`config.mk`:
```
export PLATFORM = sky130hd
export DESIGN_NAME = iir_decimator
export DESIGN_NICKNAME = d
export VERILOG_FILES = /design/src/rtl/iir_decimator.sv
export SDC_FILE = /design/constraint.sdc
export NUM_CORES = 1
export LEC_CHECK = 0
export CAP_MARGIN = 20
export CORE_ASPECT_RATIO = 2
export CORE_MARGIN = 2
export CORE_UTILIZATION = 54
export CTS_CLUSTER_DIAMETER = 120
export CTS_CLUSTER_SIZE = 20
export DETAILED_ROUTE_END_ITERATION = 16
export PLACE_DENSITY = 0.82
export SYNTH_ARGS = -nofsm -noshare
export SYNTH_HDL_FRONTEND = slang
export SYNTH_SLANG_ARGS = --single-unit
```
`constraint.sdc`:
```
create_clock -name clk -period 3.8 [get_ports clk]
set_clock_uncertainty 0.2 [all_clocks]
set_input_delay 0.38 -clock clk [delete_from_list [all_inputs] [get_ports clk]]
set_output_delay 0.38 -clock clk [all_outputs]
set_load 0.01 [all_outputs]
```
`src/rtl/iir_decimator.sv`:
```
// Block-average decimator behind the biquad IIR: averages 2^LOG2_R samples,
// rounds, saturates and queues each result in a small output FIFO.
module iir_decimator #(
  parameter int N          = 16,
  parameter int LOG2_R     = 2,
  parameter int FIFO_DEPTH = 4
) (
  input  logic                          clk,
  input  logic                          rst,
  input  logic                          in_valid,
  input  logic [N-1:0]                  in_data,
  output logic                          out_valid,
  input  logic                          out_ready,
  output logic [N-1:0]                  out_data,
  output logic                          overflow,
  input  logic                          clear_ovf,
  output logic [$clog2(FIFO_DEPTH):0]   level
);

  localparam int R    = 1 << LOG2_R;
  localparam int ACCW = N + LOG2_R;
  localparam int PW   = (LOG2_R > 0) ? LOG2_R : 1;
  localparam int AW   = $clog2(FIFO_DEPTH);
  localparam int LW   = AW + 1;

  localparam logic signed [ACCW:0] MAXV =
    {{(LOG2_R+2){1'b0}}, {(N-1){1'b1}}};
  localparam logic signed [ACCW:0] MINV =
    {{(LOG2_R+2){1'b1}}, {(N-1){1'b0}}};
  localparam logic signed [ACCW:0] RND = (ACCW+1)'(R / 2);

  logic signed [ACCW-1:0] acc;
  logic [PW-1:0]          phase;
  logic signed [ACCW:0]   sum;
  logic signed [ACCW:0]   rnd;
  logic signed [ACCW:0]   shf;
  logic [N-1:0]           res;

  logic [N-1:0]  mem [FIFO_DEPTH];
  logic [AW-1:0] wr_ptr;
  logic [AW-1:0] rd_ptr;
  logic [AW-1:0] rd_nxt;
  logic [LW-1:0] cnt;

  logic last;
  logic blk_end;
  logic empty;
  logic full;
  logic pop;
  logic push;
  logic drop;

  assign sum = {acc[ACCW-1], acc}
             + {{(LOG2_R+1){in_data[N-1]}}, in_data};
  assign rnd = sum + RND;
  assign shf = rnd >>> LOG2_R;

  always_comb begin
    res = shf[N-1:0];
    if (shf > MAXV)
      res = MAXV[N-1:0];
    else if (shf < MINV)
      res = MINV[N-1:0];
  end

  assign last    = (phase == PW'(R - 1));
  assign blk_end = in_valid && last;
  assign empty   = (cnt == '0);
  assign full    = (cnt == LW'(FIFO_DEPTH));
  assign pop     = !empty && out_ready;
  assign push    = blk_end && (!full || pop);
  assign drop    = blk_end && full && !pop;
  assign rd_nxt  = rd_ptr + 1'b1;

  assign out_valid = !empty;
  assign level     = cnt;

  always_ff @(posedge clk) begin
    if (rst) begin
      acc   <= '0;
      phase <= '0;
    end else if (in_valid) begin
      if (last) begin
        acc   <= '0;
        phase <= '0;
      end else begin
        acc   <= sum[ACCW-1:0];
        phase <= phase + 1'b1;
      end
    end
  end

  always_ff @(posedge clk) begin
    if (push)
      mem[wr_ptr] <= res;
  end

  always_ff @(posedge clk) begin
    if (rst) begin
      wr_ptr <= '0;
      rd_ptr <= '0;
      cnt    <= '0;
    end else begin
      if (push)
        wr_ptr <= wr_ptr + 1'b1;
      if (pop)
        rd_ptr <= rd_nxt;
      unique case ({push, pop})
        2'b10:   cnt <= cnt + 1'b1;
        2'b01:   cnt <= cnt - 1'b1;
        default: cnt <= cnt;
      endcase
    end
  end

  // Registered head so out_data keeps its last value once the FIFO drains.
  always_ff @(posedge clk) begin
    if (rst)
      out_data <= '0;
    else if (pop && cnt > LW'(1))
      out_data <= mem[rd_nxt];
    else if (push && (empty || (pop && cnt == LW'(1))))
      out_data <= res;
  end

  always_ff @(posedge clk) begin
    if (rst)
      overflow <= 1'b0;
    else if (drop)
      overflow <= 1'b1;
    else if (clear_ovf)
      overflow <= 1'b0;
  end

endmodule

```
==> run metrics <==
Clock Path Buffers 2; Mapped Cells 563; Setup Viol. Count Final 5; initial antenna violation count 0; final worst slack -0.0115 ns; H-tree depth 3; slowest CP cell or3_4; CTS root buf clkbuf_16; worst-path cell chain ha_4 -> inv_2 -> fa_2 -> nand2b_4 -> a211oi_4 -> o21ai_2 -> a211oi_2 -> nand4_1 -> or3_4 -> buf_8 -> nor2_1 -> xnor2_1 -> maj3_2; Detailed Routing Iterations Pass 1 5; sequential element share of the synthesized area between 40% and 50%; Die Wd about 80 um; WHS slightly below 0.3 ns; drt initial violations 480; DP HPWL roughly 12000 um; P_leak between 2 and 3 nW; global route overflow 0; failing checks negative setup slack; Final Hold Fails 0; WL per Instance ~21 um; pin count of the biggest net entering global routing 39; Die H 153 um; Tmin final around 3.8 ns; Synth Flop Type edfxtp_1; ant diodes 0; overall power 0.00419 W; fill cell count around 710; Final nets roughly 740; Max IR drop VDD 0.000287 V; Startpoint Class register; CP Max Fanout 5; die area between 0.01 and 0.015 sq mm; # IOs between 40 and 50; Routed Antenna Nets 0; CP max stage delay 0.47 ns; slew of the pin with the lowest slew margin 0.917 ns; Starting Density between 50% and 60%; worst skew pair latency around 0.35 ns; CP Data Arrival Time between 3 and 4 ns; Synth Net Count about 610; # port buffers ~40; total CTS buffers 9; RSZ-0062 raised after global routing yes; Slew Viols, Final 0; Max-slew headroom around two fifths; vias in the first global route 5595; Post-CTS Hold Fix Bufs 0; Total Routing Usage GR between 20 and 30%; dominant cells by area after synthesis edfxtp_1 (32%), dfxtp_1 (15%), mux4_2 (6.0%), ha_1 (5.8%), nor2_1 (3.8%); cell taking the most area after synthesis edfxtp_1; Synth Cell Area roughly 0.006 sq mm; #FFs+latches synth between 100 and 150; synth unique cells 64; WP data required roughly 3.7 ns; layout cell share with drive strength beyond 1 just under 30%; first-pass GRT wire length between 20000 and 30000 um; maximum capacitance violations 0; start-to-end type of the worst setup path reg -> reg; yosys warns 0; Placer Congestion approximately 0.94; DRC 0; Clk pin slew, worst setup/hold paths 0.07 ns; CTS tree built; Setup crit end kind register; Hold Path Class reg -> reg; area grow syn2layout 32.5%; most common cell in the netlist edfxtp_1; P per Cell Area 527 mW/mm^2; Vias/cell 6.36; Synth top area share 32.0%; Async SR Flop Fraction 0%; status complete, but fails checks; Synth top cells by count edfxtp_1 (64), nor2_1 (61), dfxtp_1 (44); Core ar. ~0.011 sq mm; # rows between 50 and 60; # clock sinks roughly 110; Post-synth EDFFs 64; Via Count around 5.3k; total routed wirelength 17800 um; fmax ~0.26 GHz; Tcrit/Tclk final 100%; syn avg cell area 10.7 sq um
[flip-flops by register name, summed over array words and instances, names as in the netlist]
register / flops
acc: 18
level: 3
mem: 64
out_data: 16
overflow: 1
phase: 2
rd_ptr: 2
wr_ptr: 2
[critical path, delay by kind of cell (launching register included)]
family                   cells  cell delay [ns]
AND/OR/NAND/NOR              4             0.97
adder cells (fa/ha/maj)      3             0.83
AO/OA/AOI/OAI                3             0.81
flip-flops                   1             0.35
buffers and inverters        2             0.20
XOR/XNOR                     1             0.16
[cell type report]
type | count | area (sq um) | share of cell area, %
Timing Repair Buffer | 145 | 1230 | 15.5
Clock inverter | 7 | 87.6 | 1.10
Inverter | 19 | 71.3 | 0.897
Sequential cell | 108 | 2800 | 35.3
Tap cell | 140 | 175 | 2.20
Multi-Input combinational cell | 411 | 3350 | 42.2
Clock buffer | 9 | 225 | 2.83
[cells in the final DEF, fill, tap and decap left out, drive strengths merged, types with 17 or more instances in the layout]
cell type,instances
edfxtp,64
inv,19
clkdlybuf4s50,36
nor3,19
buf,104
nand3,18
and2,17
a21oi,27
dfxtp,44
nor2,61
a22oi,17
xnor2,17
ha,28
nand2,39
[layer usage]
metal	vias up	wire length (um)	GRT usage [%]
met5	-	0	0
met4	0	1130	21.0
met3	89	909	4.96
met2	264	9800	54.7
met1	2591	5960	29.3
li1	2394	-	-
[power by group]
| part | switching (W) | internal [W] | leakage, nW |
|---|---|---|---|
| registers | 0.0000685 | 0.00141 | 0.938 |
| logic | 0.000932 | 0.000800 | 1.91 |
| clock network | 0.000461 | 0.000523 | 0.150 |
| total | 0.00146 | 0.00273 | 3.00 |
[final timing paths]
kind	startpoint	endpoint	slack, ns	cells past startpoint
setup / recovery	acc[0]	mem[3][8]	-0.01	13
hold / removal	out_data[12]	out_data[12]	0.29	2
setup reg to reg	acc[0]	mem[3][8]	-0.01	13
hold reg to reg	out_data[12]	out_data[12]	0.29	2
[stage by stage]
step                      utilization (%)  setup TNS [ns]  cell area [sq um]  instances  setup slack (ns)
final                                73.1         -0.0330               7950        839           -0.0115
after detailed placement             66.6          -46.98               7240        814            -0.715
after floorplan                         -         -0.0124               6060        563          -0.00156
after CTS                            71.1               0               7730        835           0.00210
after global routing                 73.1           -4.20               7950        839            -0.125
after global placement               66.6          -40.45               7240        814            -0.641
[timing repair]
action | CTS | global route
pin swaps | 15 | 38
resized for setup | 28 | 45
cloned | 1 | 2
setup buffers | 4 | 4
endpoints found under the setup margin | 80 | 80
[cell families (layout without fill, tap and decap cells)]
logic type	Yosys count	in the layout	synth area share [%]
multiplexers	21	21	6.86
XOR/XNOR	28	28	4.09
buffers and inverters	45	180	3.25
AO/OA/AOI/OAI	132	132	16.1
flip-flops	108	108	46.7
AND/OR/NAND/NOR	197	198	16.3
adder cells (fa/ha/maj)	32	32	6.68
Power figures use the tool's default switching activity.
